===== config.mk =====
export PLATFORM = sky130hd
export DESIGN_NAME = voice_mixer
export DESIGN_NICKNAME = d
export VERILOG_FILES = /design/src/rtl/voice_mixer.sv
export SDC_FILE = /design/constraint.sdc
export NUM_CORES = 1
export LEC_CHECK = 0
export ABC_CLOCK_PERIOD_IN_PS = 5200
export BUFFER_PORTS_ARGS = -buffer_cell sky130_fd_sc_hd__buf_2
export CORE_UTILIZATION = 55
export CTS_BUF_LIST = sky130_fd_sc_hd__clkbuf_8 sky130_fd_sc_hd__clkbuf_16
export CTS_CLUSTER_DIAMETER = 120
export DETAILED_ROUTE_END_ITERATION = 12
export GPL_TIMING_DRIVEN = 0
export PLACE_DENSITY_LB_ADDON = 0.1
export SYNTH_ARGS = -nofsm -noshare
export SYNTH_HDL_FRONTEND = slang
export SYNTH_SLANG_ARGS = --single-unit

===== constraint.sdc =====
create_clock -name clk_in -period 5.2 [get_ports clk_in]
set_input_delay 0.78 -clock clk_in [delete_from_list [all_inputs] [get_ports clk_in]]
set_output_delay 0.78 -clock clk_in [all_outputs]
set_load 0.01 [all_outputs]

===== src/rtl/voice_mixer.sv =====
// Voice mixer: on each accepted sample tick, reads one wavetable sample per active
// voice (one BRAM read per cycle) and emits their signed sum as a single mixed sample.
module voice_mixer #(
  parameter int ADDR_WIDTH   = 8,
  parameter int SAMPLE_WIDTH = 8,
  parameter int NUM_NOTES    = 24,
  parameter int NUM_VOICES   = 8,
  parameter int IDX_WIDTH    = 5,
  parameter int BRAM_LATENCY = 2,
  parameter int MIX_WIDTH    = SAMPLE_WIDTH + $clog2(NUM_VOICES)
) (
  input  logic                    clk_in,
  input  logic                    rst_n_in,
  input  logic                    sample_tick_in,
  input  logic [ADDR_WIDTH-1:0]   addr_in [NUM_NOTES],
  input  logic [3:0]              num_voices_in,
  input  logic [IDX_WIDTH-1:0]    active_voices_idx_in [NUM_VOICES],
  output logic [ADDR_WIDTH-1:0]   bram_addr_out,
  input  logic [SAMPLE_WIDTH-1:0] bram_data_in,
  output logic [MIX_WIDTH-1:0]    mix_out,
  output logic                    mix_valid_out,
  output logic                    busy_out,
  output logic                    overrun_out,
  output logic [1:0]              state_dbg_out
);

  typedef enum logic [1:0] {S_IDLE, S_ISSUE, S_DRAIN, S_DONE} state_t;

  localparam int                    SLOT_W   = $clog2(NUM_VOICES);
  localparam logic [3:0]            MAX_N    = 4'(NUM_VOICES);
  localparam logic [IDX_WIDTH-1:0]  NOTE_LIM = IDX_WIDTH'(NUM_NOTES);
  localparam logic [BRAM_LATENCY-1:0] TAG_TOP = BRAM_LATENCY'(1) << (BRAM_LATENCY - 1);

  state_t                  r_state, w_next_state;
  logic [ADDR_WIDTH-1:0]   r_addr [NUM_NOTES];
  logic [IDX_WIDTH-1:0]    r_idx  [NUM_VOICES];
  logic [3:0]              r_n;
  logic [3:0]              r_slot;
  logic [ADDR_WIDTH-1:0]   r_bram_addr;
  logic [BRAM_LATENCY-1:0] r_tag_v;
  logic [BRAM_LATENCY-1:0] r_tag_z;
  logic [MIX_WIDTH-1:0]    r_acc;
  logic [MIX_WIDTH-1:0]    r_mix;
  logic                    r_mix_valid;

  logic [3:0]              w_n;
  logic                    w_tick_ok;
  logic [IDX_WIDTH-1:0]    w_first_idx;
  logic [ADDR_WIDTH-1:0]   w_first_addr;
  logic [IDX_WIDTH-1:0]    w_slot_idx;
  logic                    w_issue;
  logic                    w_issue_zero;
  logic [3:0]              w_next_slot;
  logic [IDX_WIDTH-1:0]    w_next_idx;
  logic [ADDR_WIDTH-1:0]   w_next_addr;
  logic                    w_last_slot;
  logic                    w_ret_live;
  logic [MIX_WIDTH-1:0]    w_sample_ext;
  logic [MIX_WIDTH-1:0]    w_acc_next;

  assign w_n          = (num_voices_in > MAX_N) ? MAX_N : num_voices_in;
  assign w_tick_ok    = sample_tick_in && (r_state == S_IDLE);
  // The first address is taken from the live inputs so slot 0 is on the bus at T+1.
  assign w_first_idx  = active_voices_idx_in[0];
  assign w_first_addr = (w_first_idx < NOTE_LIM) ? addr_in[w_first_idx] : '0;
  assign w_slot_idx   = r_idx[r_slot[SLOT_W-1:0]];
  assign w_issue      = (r_state == S_ISSUE);
  assign w_issue_zero = (w_slot_idx >= NOTE_LIM);
  assign w_next_slot  = r_slot + 4'd1;
  assign w_next_idx   = r_idx[w_next_slot[SLOT_W-1:0]];
  assign w_next_addr  = (w_next_idx < NOTE_LIM) ? r_addr[w_next_idx] : '0;
  assign w_last_slot  = (r_slot == r_n - 4'd1);
  // Oldest tag bit lines up with the data currently returning from the BRAM.
  assign w_ret_live   = r_tag_v[BRAM_LATENCY-1] && !r_tag_z[BRAM_LATENCY-1];
  assign w_sample_ext = {{(MIX_WIDTH-SAMPLE_WIDTH){bram_data_in[SAMPLE_WIDTH-1]}}, bram_data_in};
  assign w_acc_next   = r_acc + (w_ret_live ? w_sample_ext : '0);

  always_comb begin
    w_next_state = r_state;
    case (r_state)
      S_IDLE:  if (sample_tick_in) w_next_state = (w_n != 4'd0) ? S_ISSUE : S_DONE;
      S_ISSUE: if (w_last_slot) w_next_state = S_DRAIN;
      // Leave once the only outstanding tag (if any) is the one returning now.
      S_DRAIN: if ((r_tag_v & ~TAG_TOP) == '0) w_next_state = S_DONE;
      S_DONE:  w_next_state = S_IDLE;
      default: w_next_state = S_IDLE;
    endcase
  end

  always_ff @(posedge clk_in or negedge rst_n_in) begin
    if (!rst_n_in) begin
      r_state     <= S_IDLE;
      r_addr      <= '{default: '0};
      r_idx       <= '{default: '0};
      r_n         <= '0;
      r_slot      <= '0;
      r_bram_addr <= '0;
      r_tag_v     <= '0;
      r_tag_z     <= '0;
      r_acc       <= '0;
      r_mix       <= '0;
      r_mix_valid <= 1'b0;
    end else begin
      r_state     <= w_next_state;
      r_mix_valid <= (w_next_state == S_DONE);
      r_tag_v     <= (r_tag_v << 1) | BRAM_LATENCY'(w_issue);
      r_tag_z     <= (r_tag_z << 1) | BRAM_LATENCY'(w_issue && w_issue_zero);
      r_acc       <= w_tick_ok ? '0 : w_acc_next;
      if (w_tick_ok) begin
        r_addr <= addr_in;
        r_idx  <= active_voices_idx_in;
        r_n    <= w_n;
        r_slot <= '0;
        if (w_n != 4'd0) r_bram_addr <= w_first_addr;
      end
      if (w_issue) begin
        r_slot <= w_next_slot;
        if (!w_last_slot) r_bram_addr <= w_next_addr;
      end
      if (w_next_state == S_DONE) r_mix <= (r_state == S_IDLE) ? '0 : w_acc_next;
    end
  end

  assign bram_addr_out = r_bram_addr;
  assign mix_out       = r_mix;
  assign mix_valid_out = r_mix_valid;
  assign busy_out      = (r_state != S_IDLE);
  assign overrun_out   = sample_tick_in && (r_state != S_IDLE);
  assign state_dbg_out = r_state;

endmodule


* After elaboration in Yosys (flattened, before gate mapping)
Index checks and enable logic that the tools add are counted.
** Word-level totals
- Logic and storage cells :: 102
- Flip-flop bits (word level) :: 277
** Cells by class
- Eq/ne operators :: 5
- Bitwise operators :: 6
- $lt $le $gt $ge :: 8
- Mux-type cells :: 29
- Add/sub/neg operators :: 3
- Reductions and logical operators :: 10
** Operators with widths (number)
- $bmux W8 S5 :: 2
- $mux W8 :: 10
- $mux W11 :: 3
- $bmux W5 S3 :: 2
- $mux W5 :: 4
- $ge A6 B6 Y1 const B :: 2
- $mux W4 :: 3
- $not A5 Y6 :: 2
- $add A11 B11 Y11 :: 1
- $lt A5 B5 Y1 const B :: 2
- $ge A4 B4 Y1 const B :: 2
- $mux W2 :: 4
- $not A3 Y4 :: 2
- $pmux W2 S4 :: 1
- $eq A2 B2 Y1 const B :: 3
- $ge A5 B5 Y1 const B :: 1
- $add A4 B1 Y4 const B :: 1
- $eq A4 B4 Y1 :: 1
- $gt A4 B4 Y1 const B :: 1
- $logic_and A1 B1 Y1 :: 4
- $logic_not A2 Y1 :: 2
- $or A2 B1 Y2 :: 2
- $reduce_bool A2 Y1 :: 2
- $reduce_bool A4 Y1 :: 1
- 3 further kinds :: 3

* Depth between registers and ports, before layout
- Depth in word-level cells :: 12
- Depth in mapped cells :: 10

* Worst setup path after synthesis
Ideal clock, no wire load.
- Kind :: input to register
- Start :: input bram_data_in[0]
- End :: register r_mix[8], in the netlist mix_out[8]
- Data arrival time :: 2.734 ns
- Path buffers :: 0
- Setup slack :: 2.345 ns
- Stages :: 9
- Library setup time :: 0.121 ns
- Path through :: and2_1 ha_1 fa_1 a21oi_1 o21ai_0 a2111oi_0 nor2_1 xor2_1 a22o_1
** On the way
- Word-level cells in the longest chain between the ends :: 3
** RTL lines
- start: declaration :: line 19 : input logic [SAMPLE_WIDTH-1:0] bram_data_in,
- $mux W11 :: line 76 : assign w_acc_next = r_acc + (w_ret_live ? w_sample_ext : '0);
- $add A11 B11 Y11 :: line 76
- $mux W11 :: line 120 : if (w_next_state == S_DONE) r_mix <= (r_state == S_IDLE) ? '0 : w_acc_next;
- end signal: assignment :: line 120
- end: declaration :: line 43 : logic [MIX_WIDTH-1:0] r_mix;
No other way between the ends.
A chain may end at the register's enable or synchronous reset.

* Worst setup path in the final report
- Start :: register r_slot[0]
- End :: register r_bram_addr[4], in the netlist bram_addr_out[4]
** On the way
- Word-level cells in the longest chain between the ends :: 12
- Elaborated cells on any way between the ends :: 14
- Classes of those cells :: add/sub (1); order compare (1); eq/ne (1); mux (9); bitwise (2)
** RTL lines
- start: declaration :: line 38 : logic [3:0] r_slot;
- start signal: assignment :: line 117 : r_slot <= w_next_slot;
- $add A4 B1 Y4 :: line 69 : assign w_next_slot = r_slot + 4'd1;
- $not A3 Y4 (implied by the code) :: line 70 : assign w_next_idx = r_idx[w_next_slot[SLOT_W-1:0]];
- $bmux W5 S3 :: line 70
- $mux W5 (implied by the code) (2 in a row) :: line 70
- $not A5 Y6 (implied by the code) :: line 71 : assign w_next_addr = (w_next_idx < NOTE_LIM) ? r_addr[w_next_idx] : '0;
- $bmux W8 S5 :: line 71
- $mux W8 (implied by the code) (2 in a row) :: line 71
- $mux W8 :: line 71
- $mux W8 (*) :: line 118 : if (!w_last_slot) r_bram_addr <= w_next_addr;
- $mux W8 (*) :: line 116 : if (w_issue) begin
- end signal: assignment :: line 114 : if (w_n != 4'd0) r_bram_addr <= w_first_addr;
- end signal: assignment :: line 118
- end: declaration :: line 39 : logic [ADDR_WIDTH-1:0] r_bram_addr;
Mark *: on every way between the ends. The rest lies on a longest branch, timed or not. The select of a mux whose other input is x is not followed.

==> results_dict.tcl <==
set metrics [dict create \
    status "complete, no violations" \
    hpwlAfterDp_um 35200 \
    fp.dieH_um 165 \
    seq_power_share_pct 28.5 \
    synth_edf_count 0 \
    required_ps 5630 \
    rows 59 \
    pwr-share-comb_pct 54.2 \
    netlist_instances 1540 \
    grt_pass1_vias 12500 \
    clockRootBuffer "clkbuf_16" \
    yosys.area.top_type_share_pct 47.4 \
    switchingPower_uw 5980 \
    finalNetCount 2103 \
    post-route-drc-count 0 \
    max-cap-violations 0 \
    cts_max_path_buffers 3 \
    grt_first_pass_wirelength_um 72200 \
    ios 271 \
    slew_headroom_pct 33.0 \
    coreArea_um2 26100 \
    dp.cells 2145 \
    slew_viol_final 0 \
    synth_nets 1800 \
    htree_levels 1 \
    synth_top_family_by_area "simple AND/OR/NAND/NOR gates" \
    viasPerCell 5.90 \
    r2r_end "bram_addr_out[4]" \
    hold_path.class "input pin to async pin" \
    crit_arrival_ps 4170 \
    seq_area_frac_synth_pct 47.4 \
    cts_sinks 277 \
    crit_path_start_kind "flop" \
    fin_cells 2203 \
    initial_utilization_pct 56.1 \
    synth.avg_cell_area_um2 9.49 \
    synth.area.top_cells "dfrtp_1 (47%), nand2_1 (19%), mux4_2 (10%)" \
    hold_buffers 0 \
    tightest_slew_ps 1000 \
    clk_pin_slew_worst_paths_ps 60 \
    peakVddDrop_v 0.000483 \
    syn2layout_area_growth_pct 19.9 \
    synthXorXnorAreaFrac_pct 1.30 \
    cp_max_fo 10 \
    dieArea_um2 27200 \
    portBuffers 268 \
    synthFlopType "dfrtp_1" \
    vias 13000 \
    p_int_uw 7360 \
    fin_util_pct 67.3 \
    layout-drive-gt1-share_pct 23.4 \
    ys_ff_latch 277 \
    cts-resized-gates 0 \
    synth_area_um2 14600 \
    crit_end "bram_addr_out[4]" \
    synth_fa_ha_area_share_pct 1.16 \
    dr.pass1.iters 5 \
    power_density_nw_per_um2 761 \
    crit-reg2reg-launch "r_slot[0]" \
    cts_tree "yes" \
    crit_top_cell "o211ai_1" \
    clock_latency_ps 570 \
    setup.worst_path.start "r_slot[0]" \
    drtIter0Drc 1333 \
    grt_start_max_net_pins 117 \
    async_flop_share_pct 100 \
    synth-simple-area-share_pct 22.5 \
    post-route-min-period_ps 3740 \
    antenna_found_initial 3 \
    yosysTopAreaCell "dfrtp_1" \
    die_w_um 165 \
    cts_setup_buffers 0 \
    crit_slowest_cell "mux2i_4" \
    switching_share_pct 44.9 \
    cp_cell_sequence "ha_1 -> clkbuf_1 -> mux4_2 -> mux2i_4 -> and2_0 -> buf_1 -> o211ai_1 -> o211ai_1 -> o2111ai_1" \
    fillers 2138 \
    end_kind "flop" \
    fin_worst_skew_ps 11.9 \
    ys_warn_count 0 \
    synth.mux.area_fraction_pct 18.7 \
    clock_power_share_pct 17.4 \
    total_power_uw 13300 \
    track_usage_pct 36.3 \
    max_freq_ghz 0.267 \
    numCtsBuffers 31 \
    setup_violations 0 \
    overflow 0 \
    hold_viol 0 \
    synthDistinctLibCells 60 \
    ant_nets 0 \
    reg2reg_slack_ps 1460 \
    rsz0062_at_grt "no" \
    setup.worst_path.class "flop to flop" \
    post_drt_wl_per_cell_um 21.9 \
    synth-compound-area-share_pct 5.67 \
    routed_wl_um 48200 \
    place_congestion 0.933 \
    rr_worst_depth 9 \
    period_share_pct 71.9 \
    critical_path.max_stage_delay_ps 630 \
    power_leakage_uw 0.00923 \
]
kinds of logic after synthesis:
group	count (synthesis)
AOI/OAI and AO/OA	117
xor gates and xnor gates	18
adders and majority gates	13
buffers and inverters	103
DFF	277
muxes	187
and+or+nand+nor	825
critical path, delay by kind of cell, from the launching register on:
| family | cells | cell delay (ps) |
|---|---|---|
| AO/OA/AOI/OAI | 3 | 550 |
| adder cells (fa/ha/maj) | 1 | 360 |
| buffers and inverters | 2 | 890 |
| flip-flops | 1 | 480 |
| multiplexers | 2 | 1060 |
| AND/OR/NAND/NOR | 1 | 240 |
Yosys cell counts (2+ instances only):
master / number
nand2_1: 726
dfrtp_1: 277
mux2i_1: 108
mux4_2: 66
clkbuf_1: 64
a22oi_1: 32
nor2_1: 27
and2_1: 25
o21ai_0: 19
nand3_1: 16
a21oi_1: 12
ha_1: 12
a22o_1: 11
a31oi_1: 11
buf_4: 11
inv_1: 10
mux2_2: 10
xnor2_1: 9
buf_2: 8
o211ai_1: 8
xor2_1: 7
a211o_1: 5
buf_1: 5
buf_6: 5
nand4_1: 5
nor2b_1: 5
nand3b_1: 3
nor3_1: 3
nor3_2: 3
a211oi_1: 2
a21o_1: 2
mux2i_2: 2
nand2b_1: 2
o2111ai_1: 2
or2_2: 2
state kept, by name, summed over array words and instances (netlist names):
name / cells
r_tag_v: 2
mix_valid_out: 1
r_tag_z: 2
mix_out: 11
r_acc: 11
r_idx: 40
bram_addr_out: 8
r_addr: 192
r_slot: 4
r_n: 4
state_dbg_out: 2
metrics by stage:
step,hold WS [ps],TNS [ps],setup slack [ps],area [µm²]
after floorplan,331,0,2350,14600
after global placement,334,-489640,-1790,16400
after detailed placement,341,0,1370,16400
after CTS,180,0,1550,17500
after global routing,196,0,1320,17500
final,149,0,1460,17500
cells in the final DEF (no fill, tap or decap), types with 14 or more instances in the layout:
master / n
and2_1: 25
clkbuf_16: 31
mux4_2: 66
clkbuf_1: 64
inv_1: 14
nand3_1: 16
o21ai_0: 19
mux2i_1: 108
dfrtp_1: 277
nor2_1: 27
a22oi_1: 32
nand2_1: 726
buf_2: 275
how the worst min path moves through the flow:
| stage | endpoint | start | slack [ps] | cells after the start |
|---|---|---|---|---|
| finish | mix_out[6] | rst_n_in | 150 | 1 |
| global route | mix_out[6] | rst_n_in | 200 | 1 |
| CTS | mix_out[6] | rst_n_in | 180 | 1 |
| detailed placement | r_tag_z[1] | r_tag_z[0] | 340 | 0 |
| global placement | r_tag_z[1] | r_tag_z[0] | 330 | 0 |
| floorplan | r_tag_z[1] | r_tag_z[0] | 330 | 0 |
power by group through the flow:
stage	combinational, µW	sequential (µW)	clock (µW)
floorplan	4910	3640	0
global placement	6890	3750	0
detailed placement	7040	3790	0
CTS	7090	3770	2310
global route	7740	3890	2400
finish	7230	3800	2320
area by class of cell:
cell class / instances / area (µm²) / share of cell area [%]
Clock buffer: 43 / 941 / 5.37
Inverter: 10 / 37.5 / 0.214
Sequential cell: 277 / 6930 / 39.5
Timing Repair Buffer: 270 / 1410 / 8.02
Multi-Input combinational cell: 1160 / 7210 / 41.1
Tap cell: 335 / 419 / 2.39
Buffer: 93 / 438 / 2.50
Antenna cell: 2 / 5.00 / 0.0286
Clock inverter: 13 / 143 / 0.814
metal layers:
| layer | GRT usage, % | up-vias | wire length (µm) |
|---|---|---|---|
| met5 | 0 | - | 14 |
| met4 | 14.8 | 2 | 2110 |
| met3 | 8.24 | 151 | 5030 |
| met2 | 55.8 | 763 | 21700 |
| met1 | 49.9 | 6303 | 19300 |
| li1 | - | 5781 | - |
(Power assumes the default switching activity.)
